==> config.mk <==
export PLATFORM = sky130hd
export DESIGN_NAME = adc_frame_buf_flat
export DESIGN_NICKNAME = d
export VERILOG_FILES = /design/src/rtl/adc_pkg.sv /design/src/rtl/adc_frame_buf_if.sv /design/src/rtl/adc_decim.sv /design/src/rtl/adc_frame_buf.sv /design/src/flat_wrapper.sv
export SDC_FILE = /design/constraint.sdc
export NUM_CORES = 2
export LEC_CHECK = 0
export CAP_MARGIN = 40
export CORE_ASPECT_RATIO = 1.1
export CORE_MARGIN = 1
export CORE_UTILIZATION = 60
export CTS_CLUSTER_SIZE = 30
export DETAILED_ROUTE_END_ITERATION = 8
export GPL_TIMING_DRIVEN = 0
export PLACE_DENSITY = 0.76
export SLEW_MARGIN = 20
export SYNTH_ARGS = -nofsm -noshare
export SYNTH_HDL_FRONTEND = slang
export SYNTH_SLANG_ARGS = --single-unit
export TNS_END_PERCENT = 10
==> constraint.sdc <==
create_clock -name clk -period 7.2 [get_ports clk]
set_clock_uncertainty 0.2 [all_clocks]
set_input_delay 1.44 -clock clk [delete_from_list [all_inputs] [get_ports clk]]
set_output_delay 1.44 -clock clk [all_outputs]
set_load 0.005 [all_outputs]
==> src/rtl/adc_pkg.sv <==
// -----------------------------------------------------------------------------
// adc_pkg
// Shared types and constants for the ADC sample framer (adc_frame_buf).
//   sample_u_t   : raw 12-bit unsigned ADC code (0..4095)
//   sample_s_t   : 12-bit two's complement sample centred on mid-scale
//   ADC_MIDSCALE : code subtracted to centre the unsigned code on zero
//   rd_state_t   : read-side bank state {EMPTY, FULL, READING}
//   to_signed()  : unsigned code -> signed sample about mid-scale
// Build option: ADC_FRAME_DECIM_EN (used by adc_decim; nothing here depends on it).
// -----------------------------------------------------------------------------
package adc_pkg;

  typedef logic [11:0]        sample_u_t;
  typedef logic signed [11:0] sample_s_t;

  localparam sample_u_t ADC_MIDSCALE = 12'd2048;

  // EMPTY   : read bank free, nothing to pop
  // FULL    : complete frame held, no pop yet
  // READING : at least one sample of the held frame popped
  typedef enum logic [1:0] {
    EMPTY   = 2'd0,
    FULL    = 2'd1,
    READING = 2'd2
  } rd_state_t;

  // Offset conversion: the 12-bit wrap of (code - 2048) is exactly the
  // two's complement value in -2048..+2047, so no saturation is needed.
  function automatic sample_s_t to_signed(input sample_u_t code);
    return sample_s_t'(code - ADC_MIDSCALE);
  endfunction

endpackage

==> src/rtl/adc_frame_buf_if.sv <==
// -----------------------------------------------------------------------------
// adc_frame_buf_if
// Bundles the sample input, the pop handshake and the status/debug outputs of
// adc_frame_buf.
//   master : testbench / upstream+downstream side (drives in_strobe, in_data,
//            rd_en; observes everything else)
//   slave  : adc_frame_buf side
// Handshake: in_strobe is a one-cycle qualifier for in_data (no back-pressure).
// A pop is accepted in any cycle where rd_en && frame_valid; the popped sample
// appears on out_data with out_valid exactly one cycle later, out_last marking
// the final sample of the frame. rd_en without frame_valid is ignored.
// rd_state exposes the read FSM for debug/checkers.
// Build option: ADC_FRAME_DECIM_EN (does not change this interface).
// -----------------------------------------------------------------------------
interface adc_frame_buf_if;
  import adc_pkg::*;

  logic      in_strobe;
  sample_u_t in_data;
  logic      rd_en;
  logic      frame_valid;
  logic      out_valid;
  sample_s_t out_data;
  logic      out_last;
  logic      overrun;
  rd_state_t rd_state;

  modport master (
    output in_strobe, in_data, rd_en,
    input  frame_valid, out_valid, out_data, out_last, overrun, rd_state
  );

  modport slave (
    input  in_strobe, in_data, rd_en,
    output frame_valid, out_valid, out_data, out_last, overrun, rd_state
  );

endinterface

==> src/rtl/adc_decim.sv <==
// -----------------------------------------------------------------------------
// adc_decim
// Input path of the framer: optional block-average decimation followed by the
// mid-scale offset conversion. Emits a one-cycle st_valid strobe with the value
// to store, registered one cycle after the qualifying in_strobe.
//   clk, reset (async, active-low)
//   in_strobe, in_data : raw ADC sample and its qualifier
//   st_valid, st_data  : value to write into the frame bank
// Build option ADC_FRAME_DECIM_EN:
//   defined   - average every DECIM strobes ((12+log2 DECIM)-bit accumulator)
//   undefined - every strobe stores in_data - 2048, no accumulator is built
// -----------------------------------------------------------------------------
module adc_decim
  import adc_pkg::*;
#(
  parameter int DECIM = 4
) (
  input  logic      clk,
  input  logic      reset,
  input  logic      in_strobe,
  input  sample_u_t in_data,
  output logic      st_valid,
  output sample_s_t st_data
);

  if ((DECIM < 1) || (DECIM > 16) || ((DECIM & (DECIM - 1)) != 0)) begin : g_bad_decim
    $error("adc_decim: DECIM must be a power of 2 in 1..16");
  end

`ifdef ADC_FRAME_DECIM_EN

  localparam int LOG2D = $clog2(DECIM);
  // Counter needs at least one bit even when DECIM == 1.
  localparam int CW    = (LOG2D > 0) ? LOG2D : 1;
  localparam int AW    = 12 + LOG2D;

  logic [AW-1:0] acc;
  logic [CW-1:0] cnt;
  logic [AW-1:0] sum;
  logic          block_done;
  sample_u_t     avg;

  always_comb begin
    sum        = acc + AW'(in_data);
    block_done = (cnt == CW'(DECIM - 1));
    // Shift by log2(DECIM) is the floor of the block mean; it always fits
    // 12 bits because the sum of DECIM 12-bit codes fits AW bits.
    avg        = sample_u_t'(sum >> LOG2D);
  end

  always_ff @(posedge clk or negedge reset) begin
    if (!reset) begin
      acc      <= '0;
      cnt      <= '0;
      st_valid <= 1'b0;
      st_data  <= '0;
    end else begin
      st_valid <= 1'b0;
      if (in_strobe) begin
        if (block_done) begin
          acc      <= '0;
          cnt      <= '0;
          st_valid <= 1'b1;
          st_data  <= to_signed(avg);
        end else begin
          acc <= sum;
          cnt <= cnt + CW'(1);
        end
      end
    end
  end

`else

  // Pass-through: one stored value per strobe.
  always_ff @(posedge clk or negedge reset) begin
    if (!reset) begin
      st_valid <= 1'b0;
      st_data  <= '0;
    end else begin
      st_valid <= in_strobe;
      if (in_strobe) begin
        st_data <= to_signed(in_data);
      end
    end
  end

`endif

endmodule

==> src/rtl/adc_frame_buf.sv <==
// -----------------------------------------------------------------------------
// adc_frame_buf
// Frames signed ADC samples into ping-pong banks of FRAME_LEN samples and hands
// complete frames to the consumer through a pop handshake.
//   clk, reset (async, active-low)
//   bus (adc_frame_buf_if.slave):
//     in_strobe/in_data   raw sample input
//     rd_en               pop request, honoured only while frame_valid
//     frame_valid         a complete frame is held in the read bank
//     out_valid/out_data  popped sample, one cycle after the accepted pop
//     out_last            marks the final sample of the frame
//     overrun             sticky: a filled frame was discarded
//     rd_state            read FSM state (debug)
// Parameters: FRAME_LEN (power of 2, 4..1024), DECIM (power of 2, 1..16).
// Build option ADC_FRAME_DECIM_EN enables DECIM block averaging in adc_decim.
// -----------------------------------------------------------------------------
module adc_frame_buf
  import adc_pkg::*;
#(
  parameter int FRAME_LEN = 64,
  parameter int DECIM     = 4
) (
  input  logic            clk,
  input  logic            reset,
  adc_frame_buf_if.slave  bus
);

  if ((FRAME_LEN < 4) || (FRAME_LEN > 1024) ||
      ((FRAME_LEN & (FRAME_LEN - 1)) != 0)) begin : g_bad_len
    $error("adc_frame_buf: FRAME_LEN must be a power of 2 in 4..1024");
  end

  localparam int             IW       = $clog2(FRAME_LEN);
  localparam logic [IW-1:0]  LAST_IDX = IW'(FRAME_LEN - 1);

  // ---------------------------------------------------------------------------
  // Input path
  // ---------------------------------------------------------------------------
  logic      st_valid;
  sample_s_t st_data;

  adc_decim #(
    .DECIM (DECIM)
  ) u_decim (
    .clk       (clk),
    .reset     (reset),
    .in_strobe (bus.in_strobe),
    .in_data   (bus.in_data),
    .st_valid  (st_valid),
    .st_data   (st_data)
  );

  // ---------------------------------------------------------------------------
  // Bank bookkeeping
  // ---------------------------------------------------------------------------
  // One memory holds both banks; the bank bit is the address MSB. The read
  // bank is always the one the writer is not using.
  sample_s_t     mem [2*FRAME_LEN];

  logic          wr_bank;
  logic [IW-1:0] wr_idx;
  logic [IW-1:0] rd_idx;
  rd_state_t     state, state_n;

  logic          frame_valid;
  logic          pop;
  logic          rd_release;
  logic          wr_full;
  logic          bank_free;
  logic          swap;
  logic          ovr_set;

  assign frame_valid     = (state != EMPTY);
  assign bus.frame_valid = frame_valid;
  assign bus.rd_state    = state;

  always_comb begin
    pop        = bus.rd_en && frame_valid;
    // rd_idx only reaches LAST_IDX while READING, so this is the final pop.
    rd_release = pop && (rd_idx == LAST_IDX);
    wr_full    = st_valid && (wr_idx == LAST_IDX);
    // A release in the same cycle counts as a free bank: the new frame is
    // swapped in and frame_valid never drops.
    bank_free  = (state == EMPTY) || rd_release;
    swap       = wr_full && bank_free;
    ovr_set    = wr_full && !bank_free;
  end

  // ---------------------------------------------------------------------------
  // Read FSM
  // ---------------------------------------------------------------------------
  always_ff @(posedge clk or negedge reset) begin
    if (!reset) begin
      state <= EMPTY;
    end else begin
      state <= state_n;
    end
  end

  always_comb begin
    state_n = state;
    case (state)
      EMPTY:   if (swap) state_n = FULL;
      FULL:    if (pop) state_n = READING;
      READING: if (rd_release) state_n = swap ? FULL : EMPTY;
      default: state_n = EMPTY;
    endcase
  end

  // ---------------------------------------------------------------------------
  // Write side: on a discarded frame the writer simply restarts at index 0 of
  // the same bank, overwriting the frame that could not be handed over.
  // ---------------------------------------------------------------------------
  always_ff @(posedge clk) begin
    if (st_valid) begin
      mem[{wr_bank, wr_idx}] <= st_data;
    end
  end

  always_ff @(posedge clk or negedge reset) begin
    if (!reset) begin
      wr_bank     <= 1'b0;
      wr_idx      <= '0;
      bus.overrun <= 1'b0;
    end else begin
      if (st_valid) begin
        wr_idx <= wr_full ? '0 : wr_idx + IW'(1);
      end
      if (swap) begin
        wr_bank <= ~wr_bank;
      end
      if (ovr_set) begin
        bus.overrun <= 1'b1;
      end
    end
  end

  // ---------------------------------------------------------------------------
  // Read side: registered read, one pop per cycle.
  // ---------------------------------------------------------------------------
  always_ff @(posedge clk or negedge reset) begin
    if (!reset) begin
      rd_idx        <= '0;
      bus.out_valid <= 1'b0;
      bus.out_last  <= 1'b0;
      bus.out_data  <= '0;
    end else begin
      bus.out_valid <= pop;
      bus.out_last  <= rd_release;
      if (pop) begin
        bus.out_data <= mem[{~wr_bank, rd_idx}];
        rd_idx       <= rd_release ? '0 : rd_idx + IW'(1);
      end
    end
  end

endmodule

==> src/flat_wrapper.sv <==
// flat-port wrapper written by rule: the top's interface ports become plain ports
module adc_frame_buf_flat import adc_pkg::*;
#(
  parameter int FRAME_LEN = 64,
  parameter int DECIM     = 4
)
  (clk, reset, bus_in_strobe, bus_in_data, bus_rd_en, bus_frame_valid, bus_out_valid, bus_out_data, bus_out_last, bus_overrun, bus_rd_state);
  adc_frame_buf_if bus_i ();
  input  logic clk;
  input  logic reset;
  input wire logic [$bits(bus_i.in_strobe)-1:0] bus_in_strobe;
  input wire logic [$bits(bus_i.in_data)-1:0] bus_in_data;
  input wire logic [$bits(bus_i.rd_en)-1:0] bus_rd_en;
  output wire logic [$bits(bus_i.frame_valid)-1:0] bus_frame_valid;
  output wire logic [$bits(bus_i.out_valid)-1:0] bus_out_valid;
  output wire logic [$bits(bus_i.out_data)-1:0] bus_out_data;
  output wire logic [$bits(bus_i.out_last)-1:0] bus_out_last;
  output wire logic [$bits(bus_i.overrun)-1:0] bus_overrun;
  output wire logic [$bits(bus_i.rd_state)-1:0] bus_rd_state;
  assign bus_i.in_strobe = bus_in_strobe;
  assign bus_i.in_data = bus_in_data;
  assign bus_i.rd_en = bus_rd_en;
  assign bus_frame_valid = bus_i.frame_valid;
  assign bus_out_valid = bus_i.out_valid;
  assign bus_out_data = bus_i.out_data;
  assign bus_out_last = bus_i.out_last;
  assign bus_overrun = bus_i.overrun;
  assign bus_rd_state = bus_i.rd_state;
  adc_frame_buf #(.FRAME_LEN(FRAME_LEN), .DECIM(DECIM)) u_core (.clk(clk), .reset(reset), .bus(bus_i));
endmodule
==> flow_summary.yaml <==
routing:
  drt_iter0_markers: 5061
  drtPass1Iterations: 8
  vias: 32100
  via_per_inst: 6.89
  drc: 0
  wl_um: 170000
  antenna_left: 0
  wire_per_inst_um: 36.4
placed_design:
  place_congestion: 1.01
  dp.cells: 4365
  pre_cts_ws_ns: 2.40
  hpwl_um: 112000
  portBuffers: 33
clocking:
  cts_tree: "yes"
  clock_path_buffers: 3
  cts_hold_buf: 0
  clk_latency_ns: 0.78
  cts_buffers: 148
  post_cts.repair.setup_buffers: 0
  clock-root-buffer: "clkbuf_16"
  cts_resized: 0
  clkTransAtPathRegs_ns: 0.06
  cts_sinks: 1579
  h-tree-depth: 4
grt:
  grt_overflow_total: 0
  antenna_found_initial: 3
  grt_pass1_vias: 32100
  grt_max_degree: 83
  grt_pass1_wl_um: 235000
  grt_util_all_layers_pct: 33.3
synthesis:
  synthTopCellsByCount: "edfxtp_1 (1536), mux4_2 (319), mux2i_1 (245)"
  synth_area_leader_cell: "edfxtp_1"
  yosysTopAreaCellShare_pct: 75.1
  ys_warn_count: 0
  async_flop_share_pct: 2.72
  netlist_area_mm2: 0.0614
  syn_nets: 2919
  yosys-top-cells-area: "edfxtp_1 (75%), mux4_2 (12%), mux2i_1 (4.0%), dfrtp_1 (1.8%), a22oi_1 (0.97%)"
  ys_seq_elements: 1579
  synth_most_common_cell: "edfxtp_1"
  syn-mean-instance-area_um2: 21.2
  synth_seq_area_share_pct: 76.8
  yosys.cell_types.count: 46
  synthFlopType: "edfxtp_1"
  synth-edff-count: 1536
  netlist_instances: 2901
setup_path:
  ff2ff_setup_slack_ns: 2.79
  cp_cell_sequence: "clkbuf_1 > clkbuf_1 > clkbuf_1 > clkbuf_1 > o21ai_0 > a21oi_1 > a21oi_1"
  criticalPathCategory: "reg2reg"
  endpoint_kind: "register"
  start_kind: "register"
  arrival_ns: 4.83
  crit_path_top_delay_cell: "clkbuf_1"
  cpMostUsedCell: "clkbuf_1"
  cp.required_ns: 7.62
  cpPeakStageDelay_ns: 0.78
  critPathMaxFanout: 10
floorplan:
  core_area_mm2: 0.101
  die_w_um: 307
  start_util_pct: 60.8
  die_area_mm2: 0.104
  die_h_um: 338
  fp-row-count: 122
  ios: 34
timing:
  timing.hold.ws_ns: 0.306
  setup_tns_ns: 0
  period_needed_ns: 4.41
  period_share_pct: 61.2
  relSlewSlack_pct: 35.3
  hold_viol: 0
  worst_pin_slew_ns: 0.971
  setup_slack_ns: 2.79
  setup_viol: 0
  slew_viol_final: 0
  rsz0062_at_grt: "no"
  fmax_mhz: 227
worst_hold_path:
  hold_class: "reg2reg"
outcome:
  outcome: "finished clean"
layout:
  fin_cells: 4658
  nNetsFinal: 3190
  drive_above_1_share_pct: 25.8
  syn_to_final_growth_pct: 13.2
power:
  p_leak_nw: 22.0
  ir_drop_mv: 0.271
  p_per_area_mw_per_mm2: 363
  power_w: 0.0252
flow_run:
  cap_viol_max_count: 0
critical path, delay by kind of cell (launching register included):
kind,cells,cell delay (ns)
compound gates,3,1.09
buf+inv,4,2.59
flops,1,0.35
logic make-up (layout without fill, tap and decap cells):
kind of cell | count (synthesis) | after routing | share of synthesized area (%)
flip-flops | 1579 | 1579 | 76.8
AND/OR/NAND/NOR | 304 | 304 | 2.22
multiplexers | 582 | 582 | 16.1
adder cells (fa/ha/maj) | 2 | 2 | 0.0407
AO/OA/AOI/OAI | 252 | 252 | 2.81
other | 0 | 1 | 0
buffers and inverters | 175 | 567 | 1.89
XOR/XNOR | 7 | 7 | 0.0998
routing by layer:
metal / up-vias / track usage (%) / routed length (um)
li1: 12600 / - / -
met1: 16600 / 42.6 / 58700
met2: 2383 / 51.8 / 79800
met3: 468 / 9.43 / 20100
met4: 2 / 19.4 / 11100
met5: - / 0 / 13
final timing paths:
path | startpoint | cells after the start | end
worst min-delay path | u_core.bus.overrun | 2 | u_core.bus.overrun
min in group asynchronous | reset | 1 | u_core.bus.out_last
worst max-delay path | u_core.rd_idx[3] | 7 | u_core.bus.out_data[3]
worst max register to register | u_core.rd_idx[3] | 7 | u_core.bus.out_data[3]
max in group asynchronous | reset | 2 | u_core.bus.out_data[3]
worst min register to register | u_core.bus.overrun | 2 | u_core.bus.overrun
per-stage QoR:
step           instance area (um2)  util [%]
6_report                     69600      68.8
5_1_grt                      69600      68.8
4_1_cts                      69300      68.6
3_5_place_dp                 64600      63.9
3_3_place_gp                 63500      62.8
2_1_floorplan                61400         -
registers in the layout (all words and copies together) (netlist names):
name / count
u_core.wr_idx: 6
u_core.bus.out_last: 1
u_core.mem: 1536
u_core.bus.out_data: 12
u_core.u_decim.st_valid: 1
u_core.rd_idx: 6
u_core.bus.rd_state: 2
u_core.u_decim.st_data: 12
u_core.bus.out_valid: 1
u_core.wr_bank: 1
u_core.bus.overrun: 1
report_power, final:
group          leakage, nW  switching (W)  internal [W]
clock network         2.30        0.00343       0.00423
registers             14.3       0.000284        0.0104
logic                 5.40        0.00426       0.00260
total                 22.0        0.00797        0.0173
cells in the final DEF (no fill, tap or decap), types with 7 or more instances in the layout:
cell type | netlist | layout
nand2_1 | 42 | 42
nor2_1 | 147 | 64
a31oi_1 | 14 | 14
clkbuf_16 | 0 | 150
nor3_2 | 0 | 9
o21ai_0 | 23 | 23
buf_6 | 26 | 62
clkinv_1 | 1 | 31
dfrtp_1 | 43 | 31
a221oi_1 | 16 | 16
nand3_1 | 44 | 44
nand4_1 | 8 | 8
bufinv_16 | 0 | 8
buf_4 | 46 | 80
a2111oi_0 | 12 | 9
a211oi_1 | 22 | 22
buf_16 | 0 | 9
a21oi_1 | 33 | 33
a22oi_1 | 79 | 79
o22ai_1 | 28 | 28
nor2_2 | 0 | 83
clkbuf_8 | 0 | 7
o21ai_1 | 9 | 9
buf_12 | 3 | 8
edfxtp_1 | 1536 | 1536
clkinv_2 | 0 | 23
clkbuf_2 | 0 | 9
clkbuf_1 | 57 | 82
buf_2 | 27 | 28
and2_1 | 7 | 7
nor2b_1 | 35 | 35
mux2i_1 | 245 | 245
dfrtp_4 | 0 | 12
mux4_2 | 319 | 319
mux2_2 | 14 | 14
clkdlybuf4s50_1 | 0 | 32
final cells by class:
class	count	area (um2)
inverter	7	26.3
sequential	1579	47200
clock inverter	80	743
multi-input combinational	1147	13300
timing repair buffer	121	1380
tap	1364	1710
antenna	1	2.50
buffer	168	1150
clock buffer	191	3980
fill	6057	31500
Note: power is estimated with default switching activity, not from simulation.
